<file path="config.mk">
export PLATFORM = sky130hd
export DESIGN_NAME = pump_softstart_driver
export DESIGN_NICKNAME = d
export VERILOG_FILES = /design/src/rtl/pump_softstart_driver.sv
export SDC_FILE = /design/constraint.sdc
export NUM_CORES = 1
export LEC_CHECK = 0
export ABC_AREA = 1
export CAP_MARGIN = 20
export CORE_UTILIZATION = 40
export DETAILED_ROUTE_END_ITERATION = 10
export PLACE_DENSITY_LB_ADDON = 0.1
export SLEW_MARGIN = 20
export SYNTH_ARGS = -nofsm -noshare
export SYNTH_HDL_FRONTEND = slang
export SYNTH_SLANG_ARGS = --single-unit
export TNS_END_PERCENT = 20
</file>
<file path="constraint.sdc">
create_clock -name clk -period 2.24 [get_ports clk]
set_clock_uncertainty 0.05 [all_clocks]
set_input_delay 0.56 -clock clk [delete_from_list [all_inputs] [get_ports clk]]
set_output_delay 0.56 -clock clk [all_outputs]
set_load 0.02 [all_outputs]
</file>
<file path="src/rtl/pump_softstart_driver.sv">
// Three-channel pump driver: soft-start PWM ramp to full-on, one channel ramping
// at a time, and a per-channel on-time watchdog that latches a fault.
module pump_softstart_driver #(
  parameter int PWM_BITS  = 8,
  parameter int RAMP_STEP = 32,
  parameter int RAMP_DIV  = 2,
  parameter int MAX_ON    = 1048576
) (
  input  logic       clk,
  input  logic       reset,
  input  logic [2:0] motor_req,
  input  logic       fault_clr,
  output logic [2:0] pwm_out,
  output logic [2:0] running,
  output logic [2:0] fault_ch,
  output logic       fault
);

  localparam int WD_W  = $clog2(MAX_ON + 1);
  localparam int DIV_W = (RAMP_DIV > 1) ? $clog2(RAMP_DIV) : 1;
  localparam logic [PWM_BITS-1:0] DUTY_MAX  = {PWM_BITS{1'b1}};
  localparam logic [PWM_BITS:0]   STEP_W    = (PWM_BITS+1)'(RAMP_STEP);
  localparam logic [PWM_BITS-1:0] STEP_LOAD = PWM_BITS'(RAMP_STEP);
  localparam logic [WD_W-1:0]     WD_LIMIT  = WD_W'(MAX_ON);
  localparam logic [DIV_W-1:0]    DIV_LAST  = DIV_W'(RAMP_DIV - 1);

  typedef enum logic [2:0] {
    ST_IDLE  = 3'd0,
    ST_WAIT  = 3'd1,
    ST_RAMP  = 3'd2,
    ST_ON    = 3'd3,
    ST_FAULT = 3'd4
  } state_e;

  state_e              state_r     [3];
  state_e              state_nxt_s [3];
  logic [PWM_BITS-1:0] duty_r      [3];
  logic [PWM_BITS-1:0] duty_nxt_s  [3];
  logic [WD_W-1:0]     wd_r        [3];
  logic [WD_W-1:0]     wd_nxt_s    [3];
  logic [WD_W-1:0]     wd_inc_s    [3];
  logic [PWM_BITS:0]   sum_s       [3];

  logic [PWM_BITS-1:0] cnt_r;
  logic [DIV_W-1:0]    div_r;
  logic                wrap_s;
  logic                tick_s;
  logic                ramp_busy_s;
  logic                taken_s;
  logic [2:0]          grant_s;
  logic [2:0]          pwm_nxt_s;
  logic [2:0]          run_nxt_s;
  logic [2:0]          flt_nxt_s;

  assign wrap_s = (cnt_r == DUTY_MAX);
  assign tick_s = wrap_s && (div_r == DIV_LAST);

  // Free-running PWM counter and ramp-tick divider
  always_ff @(posedge clk or negedge reset) begin
    if (!reset) begin
      cnt_r <= {PWM_BITS{1'b0}};
      div_r <= {DIV_W{1'b0}};
    end else begin
      cnt_r <= cnt_r + PWM_BITS'(1'b1);
      if (wrap_s) begin
        div_r <= (div_r == DIV_LAST) ? {DIV_W{1'b0}} : div_r + DIV_W'(1'b1);
      end
    end
  end

  // Ramp arbitration: lowest WAIT channel wins, only while nobody ramps
  always_comb begin
    ramp_busy_s = 1'b0;
    taken_s     = 1'b0;
    grant_s     = 3'b000;
    for (int i = 0; i < 3; i++) begin
      if (state_r[i] == ST_RAMP) begin
        ramp_busy_s = 1'b1;
      end else begin
        ramp_busy_s = ramp_busy_s;
      end
    end
    for (int i = 0; i < 3; i++) begin
      if (!ramp_busy_s && !taken_s && (state_r[i] == ST_WAIT)) begin
        grant_s[i] = 1'b1;
        taken_s    = 1'b1;
      end else begin
        grant_s[i] = 1'b0;
      end
    end
  end

  // Channel state, duty and watchdog registers
  always_ff @(posedge clk or negedge reset) begin
    if (!reset) begin
      for (int i = 0; i < 3; i++) begin
        state_r[i] <= ST_IDLE;
        duty_r[i]  <= {PWM_BITS{1'b0}};
        wd_r[i]    <= {WD_W{1'b0}};
      end
    end else begin
      for (int i = 0; i < 3; i++) begin
        state_r[i] <= state_nxt_s[i];
        duty_r[i]  <= duty_nxt_s[i];
        wd_r[i]    <= wd_nxt_s[i];
      end
    end
  end

  // Next-state logic; a request drop beats expiry, and expiry beats a tick
  always_comb begin
    for (int i = 0; i < 3; i++) begin
      state_nxt_s[i] = state_r[i];
      duty_nxt_s[i]  = duty_r[i];
      wd_nxt_s[i]    = wd_r[i];
      wd_inc_s[i]    = wd_r[i] + WD_W'(1'b1);
      sum_s[i]       = {1'b0, duty_r[i]} + STEP_W;
      case (state_r[i])
        ST_IDLE: begin
          duty_nxt_s[i]  = {PWM_BITS{1'b0}};
          wd_nxt_s[i]    = {WD_W{1'b0}};
          state_nxt_s[i] = motor_req[i] ? ST_WAIT : ST_IDLE;
        end
        ST_WAIT: begin
          if (!motor_req[i]) begin
            state_nxt_s[i] = ST_IDLE;
          end else if (grant_s[i]) begin
            state_nxt_s[i] = ST_RAMP;
            duty_nxt_s[i]  = STEP_LOAD;
            wd_nxt_s[i]    = {WD_W{1'b0}};
          end else begin
            state_nxt_s[i] = ST_WAIT;
          end
        end
        ST_RAMP, ST_ON: begin
          if (!motor_req[i]) begin
            state_nxt_s[i] = ST_IDLE;
            duty_nxt_s[i]  = {PWM_BITS{1'b0}};
            wd_nxt_s[i]    = {WD_W{1'b0}};
          end else if (wd_inc_s[i] == WD_LIMIT) begin
            state_nxt_s[i] = ST_FAULT;
            duty_nxt_s[i]  = {PWM_BITS{1'b0}};
            wd_nxt_s[i]    = WD_LIMIT;
          end else begin
            wd_nxt_s[i] = wd_inc_s[i];
            if ((state_r[i] == ST_RAMP) && tick_s) begin
              if (sum_s[i] >= {1'b0, DUTY_MAX}) begin
                state_nxt_s[i] = ST_ON;
                duty_nxt_s[i]  = DUTY_MAX;
              end else begin
                duty_nxt_s[i] = sum_s[i][PWM_BITS-1:0];
              end
            end else begin
              state_nxt_s[i] = state_r[i];
            end
          end
        end
        ST_FAULT: begin
          if (fault_clr && !motor_req[i]) begin
            state_nxt_s[i] = ST_IDLE;
            wd_nxt_s[i]    = {WD_W{1'b0}};
          end else begin
            state_nxt_s[i] = ST_FAULT;
          end
        end
        default: begin
          state_nxt_s[i] = ST_IDLE;
          duty_nxt_s[i]  = {PWM_BITS{1'b0}};
          wd_nxt_s[i]    = {WD_W{1'b0}};
        end
      endcase
    end
  end

  // Output decode from current state and PWM counter
  always_comb begin
    for (int i = 0; i < 3; i++) begin
      case (state_r[i])
        ST_ON:    pwm_nxt_s[i] = 1'b1;
        ST_RAMP:  pwm_nxt_s[i] = (cnt_r < duty_r[i]);
        default:  pwm_nxt_s[i] = 1'b0;
      endcase
      run_nxt_s[i] = (state_r[i] == ST_ON);
      flt_nxt_s[i] = (state_r[i] == ST_FAULT);
    end
  end

  // Registered outputs
  always_ff @(posedge clk or negedge reset) begin
    if (!reset) begin
      pwm_out  <= 3'b000;
      running  <= 3'b000;
      fault_ch <= 3'b000;
      fault    <= 1'b0;
    end else begin
      pwm_out  <= pwm_nxt_s;
      running  <= run_nxt_s;
      fault_ch <= flt_nxt_s;
      fault    <= |flt_nxt_s;
    end
  end

endmodule
</file>
==> results of run 1 <==
## through the flow
step                      setup slack [ns]  instances  hold slack, ns   util  cell area, um^2
after floorplan                      0.266        928           0.214      -             6620
after global placement              0.0573       1189           0.427  0.460             7350
after detailed placement            0.0501       1189           0.434  0.460             7350
after CTS                           0.0315       1203           0.143  0.480             7690
after global routing                -0.120       1208           0.156  0.499             7980
final                                0.110       1208           0.142  0.499             7980
## registers in the layout (all words and copies together), names as in the netlist
name / flops
state_r: 9
pwm_out: 3
wd_r: 63
fault_ch: 3
running: 3
fault: 1
div_r: 1
duty_r: 12
cnt_r: 8
## power breakdown
part / switching (W) / internal [W]
clock network: 0.000718 / 0.00111
logic: 0.00109 / 0.000632
registers: 0.000100 / 0.00198
## routing by layer
| layer | global-route usage | share of wire |
|---|---|---|
| met3 | 0.0346 | 0.028 |
| met5 | 0 | 0 |
| met1 | 0.279 | 0.50 |
| met2 | 0.321 | 0.46 |
| met4 | 0.0541 | 0.012 |
## layout make-up
type | count | area [um^2] | area share
Clock buffer | 10 | 239 | 0.0299
Clock inverter | 4 | 95.1 | 0.0119
Inverter | 137 | 514 | 0.0644
Multi-Input combinational cell | 675 | 3700 | 0.463
Sequential cell | 103 | 2580 | 0.323
Tap cell | 216 | 270 | 0.0339
Timing Repair Buffer | 63 | 586 | 0.0734
## cell families after synthesis
kind of cell	after synthesis	share of synthesized area
and+or+nand+nor	497	0.324
AOI/OAI and AO/OA	126	0.110
DFF	103	0.389
xor gates and xnor gates	21	0.0278
buffers and inverters	150	0.0901
adders and majority gates	31	0.0586
## worst max path at each step
stage | to | cells after the start
2_1_floorplan | state_r[3] | 15
3_3_place_gp | duty_r[7] | 15
3_5_place_dp | duty_r[7] | 15
4_1_cts | duty_r[7] | 15
5_1_grt | duty_r[23] | 15
6_report | duty_r[21] | 14
## cells in the mapped netlist (8+ instances only)
cell      count
o21ai_1      16
nand3_1      65
nand4_1      19
nor3_1       16
o21ai_0      40
inv_1       133
o211ai_1      8
nor2_1      107
xor2_1       18
a21oi_1      21
nor2_2       13
ha_1         31
dfrtp_1     103
o22ai_1      23
nand2_1     256
## repair_timing
action,in CTS,in global routing
setup endpoints to repair,0,66
setup buffers,0,5
resized for setup,0,74
hold buffers,0,0
==> results by group, run 1 <==
Synth
  – Ys flop type: dfrtp_1
  – Largest area contributor in the synthesized netlist: dfrtp_1
  – Post-synth cell types: 34
  – Synth Net Count: 965
  – Ys Warns: 0
  – Syn Std Cell Area: 6620 um^2
  – Mapped Cells: 928
  – Post-synthesis sequential area ratio: 0.389
  – #FFs+latches synth: 103
  – Number of synthesized flops with an enable pin: 0
  – Top cells by area, synth: dfrtp_1, nand2_1, inv_1
  – Yosys top cell area share: 0.389
  – Async SR Flop Fraction: 1.00
  – Post-Syn Area per Cell: 7.14 um^2

Cells and area
  – # diodes: 0
  – Final net count: 1026
  – Most frequent cells in the layout: nand2_1, inv_1, dfrtp_1, nor2_1, nand3_1
  – Layout cells sized above 1: 0.148
  – Synthesis-to-finish area growth: 20.5%
  – Most common cell after layout, fill and taps aside: nand2_1
  – Fillers: 1619

Setup path
  – R2R depth: 14
  – CP top delay family: simple AND/OR/NAND/NOR gates
  – Critical path required time: 2.44 ns
  – Slowest-stage cell, CP: dfrtp_1
  – Startpoint types: flop
  – Cell repeated most along the worst path: nand2_1
  – CP startpoint: wd_r[42]
  – CP Max Fanout: 5
  – Worst-path cell chain: ha_2 -> nand3_4 -> nor2_4 -> xor2_1 -> nand2_1 -> nor2_1 -> nand2_1 -> nor2_2 -> nand3_2 -> buf_4 -> nand3_1 -> nand2_1 -> nand2_1 -> nand2_1
  – Crit Path Class: reg2reg
  – Crit path capture type: flop
  – Worst path max stage delay: 0.36 ns
  – Crit path arrival time: 2.33 ns
  – Worst R2R Start: wd_r[42]
  – Reg-to-Reg End: duty_r[21]
  – Buf/Inv on CP: 1
  – R2r setup slk: 0.11 ns

Clocking
  – Number of H-tree levels: 3
  – Skew-Pair Late Insertion Delay: 0.36 ns
  – Clk buf depth: 2
  – Reg clk slew, reported paths: 0.07 ns
  – CTS buffer count: 9
  – CTS tree: yes
  – Root Buffer: clkbuf_16
  – Sink Count: 103

Routing
  – Final WL: 15900 um
  – DR DRC count: 0
  – Average wire per standard cell: 13.2 um
  – Post-route antenna net violation count: 0
  – Via density: 4.93
  – Initial DRC Count: 319
  – Vias: 5957
  – DR pass1 iterations: 7

Timing
  – Final Hold Vio Count: 0
  – Max_slew headroom: 0.767
  – Setup TNS: 0 ns
  – Unrepaired setup endpoints after global routing: yes
  – Min Tclk post-route: 2.13 ns
  – Max-slew violation count: 0
  – Endpoints failing setup: 0
  – Final worst-path cycle share: 0.951
  – Worst slew pin tran: 0.348 ns
  – Max Clk Rate: 469 MHz

GRT
  – Initial antenna violation count: 0
  – Global route total overflow: 0
  – Vias in the first global route: 5520
  – First-pass GRT wire length: 26800 um
  – Pin count of the biggest net entering global routing: 58
  – GRT Util Overall: 0.201

Placement
  – IO buf count: 15
  – GPL Wtd Cong: 0.868
  – DPL Wire Length: 11800 um

Floorplan
  – Area of the die: 17100 um^2
  – Top Ports: 16
  – Die height: 131 um
  – Core Area: 16000 um^2
  – Site Rows: 46
  – Starting density of the core: 0.414
  – Die span in x: 131 um

Power and ir drop
  – Leak: 3.60 nW
  – Overall Power: 0.00563 W
  – P per Cell Area: 705 nW/um^2
  – Maximum vdd ir drop: 0.000465 V

Min path
  – Worst min path class: in2async

Job
  – Max-cap violations: 0

Outcome
  – Status: finished, final reports clean
(Power assumes the default switching activity.)
==> run 2, diff against run 1 <==
--- a/config.mk
+++ b/config.mk
@@ -7,9 +7,10 @@
 export LEC_CHECK = 0
 export ABC_AREA = 1
 export CAP_MARGIN = 20
-export CORE_UTILIZATION = 40
+export CORE_UTILIZATION = 60
 export DETAILED_ROUTE_END_ITERATION = 10
 export PLACE_DENSITY_LB_ADDON = 0.1
+export REMOVE_ABC_BUFFERS = 1
 export SLEW_MARGIN = 20
 export SYNTH_ARGS = -nofsm -noshare
 export SYNTH_HDL_FRONTEND = slang
==> constraint.sdc (replaced) <==
create_clock -name clk -period 2.24 [get_ports clk]
set_clock_uncertainty 0.05 [all_clocks]
set_input_delay 0.56 -clock clk [delete_from_list [all_inputs] [get_ports clk]]
set_output_delay 0.56 -clock clk [all_outputs]
set_load 0.005 [all_outputs]
==> run 2 against run 1 <==
  * Routed wire length increased by 2.1%
  * First-iteration DRC count increased by 50%
  * Maximum frequency decreased by 4.2%
  * Worst hold slack got worse by 0.12 ns
  * Power decreased by 12%
  * Combinational power decreased by 3%
  * Global-route usage increased by 9.2 points
  * Setup slack got worse by 0.093 ns
  * Die area decreased by 33%
  * Critical endpoint is now duty_r[13]
  * Largest power group unchanged
  * Highest routed layer unchanged
==> results by group, run 2 (same netlist as run 1, synthesis figures left out) <==
Setup path
  – Crit path arrival time: 2.45 ns (was 2.33 ns)
  – Crit Path Class: reg2reg (unchanged)
  – CP Max Fanout: 5 (unchanged)
  – Cell repeated most along the worst path: nand2_1 (unchanged)
  – Critical path required time: 2.47 ns (was 2.44 ns)
  – R2R depth: 16 (was 14)
  – Slowest-stage cell, CP: dfrtp_1 (unchanged)
  – Worst-path cell chain: ha_4 -> nand2_2 -> nor2_4 -> buf_4 -> nand3_1 -> nand2_1 -> nand2_1 -> nor2_1 -> nand2_1 -> nor2_2 -> nand3_4 -> buf_6 -> nand3_1 -> nand2_1 -> nand2_1 -> nand2_1 (was ha_2 -> nand3_4 -> nor2_4 -> xor2_1 -> nand2_1 -> nor2_1 -> nand2_1 -> nor2_2 -> nand3_2 -> buf_4 -> nand3_1 -> nand2_1 -> nand2_1 -> nand2_1)
  – Critical Path Stages: 16 (was 14)
  – CP top delay family: simple AND/OR/NAND/NOR gates (unchanged)
  – Startpoint types: flop (unchanged)
  – Worst path max stage delay: 0.44 ns (was 0.36 ns)
  – Crit path capture type: flop (unchanged)
  – Buf/Inv on CP: 2 (was 1)

Timing
  – Final Hold Vio Count: 0 (unchanged)
  – Endpoints failing setup: 0 (unchanged)
  – Final worst-path cycle share: 0.992 (was 0.951)
  – Setup WS post-layout: 0.0169 ns (was 0.110 ns)
  – Min Tclk post-route: 2.22 ns (was 2.13 ns)
  – Max Clk Rate: 450 MHz (was 469 MHz)
  – Max-slew violation count: 0 (unchanged)
  – Max_slew headroom: 0.725 (was 0.767)
  – Worst slew pin tran: 0.410 ns (was 0.348 ns)
  – Unrepaired setup endpoints after global routing: yes (unchanged)

Outcome
  – Status: finished, final reports clean (unchanged)

GRT
  – Pin count of the biggest net entering global routing: 41 (was 58)
  – Vias in the first global route: 5853 (was 5520)
  – Initial antenna violation count: 0 (unchanged)
  – Global route total overflow: 0 (unchanged)
  – GRT Util Overall: 0.293 (was 0.201)
  – First-pass GRT wire length: 26500 um (was 26800 um)

Min path
  – Worst min path class: in2async (unchanged)

Cells and area
  – Most frequent cells in the layout: nand2_1, inv_1, dfrtp_1, nor2_1, nand3_1 (unchanged)
  – Layout cells sized above 1: 0.149 (was 0.148)
  – Final std cells w/o fill: 1127 (was 1208)
  – Largest regs: wd_r (63), duty_r (12), state_r (9) (unchanged)
  – Final core utilization: 0.736 (was 0.499)
  – Synthesis-to-finish area growth: 16.8% (was 20.5%)
  – Final net count: 1023 (was 1026)
  – Most common cell after layout, fill and taps aside: nand2_1 (unchanged)
  – # diodes: 0 (unchanged)
  – Largest register by flop count: wd_r (unchanged)
  – Max reg flops: 63 (unchanged)

Clocking
  – CTS Hold Bufs: 0 (unchanged)
  – Number of H-tree levels: 3 (unchanged)
  – Sink Count: 103 (unchanged)
  – Reg clk slew, reported paths: 0.10 ns (was 0.07 ns)
  – Clk buf depth: 2 (unchanged)
  – Skew-Pair Late Insertion Delay: 0.39 ns (was 0.36 ns)
  – CTS tree: yes (unchanged)
  – Root Buffer: clkbuf_8 (was clkbuf_16)
  – CTS buffer count: 9 (unchanged)

Floorplan
  – Top Ports: 16 (unchanged)
  – Core Area: 10500 um^2 (was 16000 um^2)
  – Starting density of the core: 0.630 (was 0.414)
  – Area of the die: 11500 um^2 (was 17100 um^2)
  – Site Rows: 37 (was 46)
  – Die height: 107 um (was 131 um)
  – Die span in x: 107 um (was 131 um)

Routing
  – Average wire per standard cell: 14.4 um (was 13.2 um)
  – DR DRC count: 0 (unchanged)
  – Via density: 5.63 (was 4.93)
  – Initial DRC Count: 478 (was 319)
  – Post-route antenna net violation count: 0 (unchanged)
  – DR pass1 iterations: 6 (was 7)
  – Final WL: 16300 um (was 15900 um)
  – Vias: 6343 (was 5957)

Job
  – Max-cap violations: 0 (unchanged)

Placement
  – GPL Wtd Cong: 0.909 (was 0.868)
  – IO buf count: 15 (unchanged)
  – Placed insts: 1093 (was 1189)
  – DPL Wire Length: 11800 um (about the same)
  – Worst slack, placed: -0.0505 ns (was 0.0501 ns)

Power and ir drop
  – Maximum vdd ir drop: 0.000615 V (was 0.000465 V)
  – P per Cell Area: 640 nW/um^2 (was 705 nW/um^2)
  – Leak: 3.50 nW (was 3.60 nW)
==> run 2: changes by cell type in the layout (fill, tap and decap cells not counted), sizes merged <==
cell / before / now
inv: 137 / 136
buf: 49 / 46
clkinv: 1 / 4
bufinv: 3 / 0
clkbuf: 10 / 13
==> run 2: worst register-to-register path: stages (launching register included) <==
cell and delay (ns):
dfrtp_1 0.44, ha_4 0.19, nand2_2 0.08, nor2_4 0.18
buf_4 0.14, nand3_1 0.07, nand2_1 0.07, nand2_1 0.08
nor2_1 0.11, nand2_1 0.07, nor2_2 0.14, nand3_4 0.14
buf_6 0.14, nand3_1 0.05, nand2_1 0.05, nand2_1 0.05
nand2_1 0.05
==> run 2: worst paths after layout <==
| check | startpoint | to | slack, ns |
|---|---|---|---|
| worst min register to register | cnt_r[1] | cnt_r[1] | 0.46 |
| worst max register to register | wd_r[22] | duty_r[13] | 0.02 |
| max in group asynchronous | reset | wd_r[1] | 1.56 |
| worst min-delay path | reset | wd_r[49] | 0.02 |
| worst max-delay path | wd_r[22] | duty_r[13] | 0.02 |
| min in group clk | cnt_r[1] | cnt_r[1] | 0.46 |
==> run 2: cell type report <==
class	count	area, um^2
clock inverters	3	15.0
flip-flops and latches	103	2590
multi-input cells	675	3710
clock buffers	13	179
repair buffers	60	549
fillers	826	2780
inverters	137	524
well taps	136	170
==> run 2: repair_timing <==
item                                   4_1_cts  5_1_grt
pin swaps                                    0       37
endpoints found under the hold margin        0        0
setup endpoints to repair                   28       67
resized for setup                            4       89
gates cloned                                 0        0
setup buffers                                0       18
==> run 2: metrics by stage <==
stage / power [W] / TNS [ns] / instance area (um^2) / hold slack (ns)
global route: 0.00525 / -1.72 / 7730 / 0.0286
CTS: 0.00481 / 0 / 7310 / 0.0247
detailed placement: 0.00363 / -0.404 / 7100 / 0.442
floorplan: 0.00300 / -2.16 / 6540 / 0.214
global placement: 0.00359 / 0 / 7100 / 0.427
finish: 0.00495 / 0 / 7730 / 0.0200
==> run 2: metal layers <==
layer	part of all wire	up-vias	track usage
li1	-	3118	-
met1	0.45	3019	0.396
met2	0.48	186	0.480
met3	0.055	20	0.0553
met4	0.012	0	0.0812
met5	0	-	0
==> run 2: report_power, final <==
part           internal [W]  total, W  switching (W)  leakage (nW)
combinational      0.000577   0.00167        0.00110          2.00
sequential          0.00198   0.00209       0.000109          1.40
clock              0.000522   0.00119       0.000667         0.105
total               0.00308   0.00495        0.00187          3.50
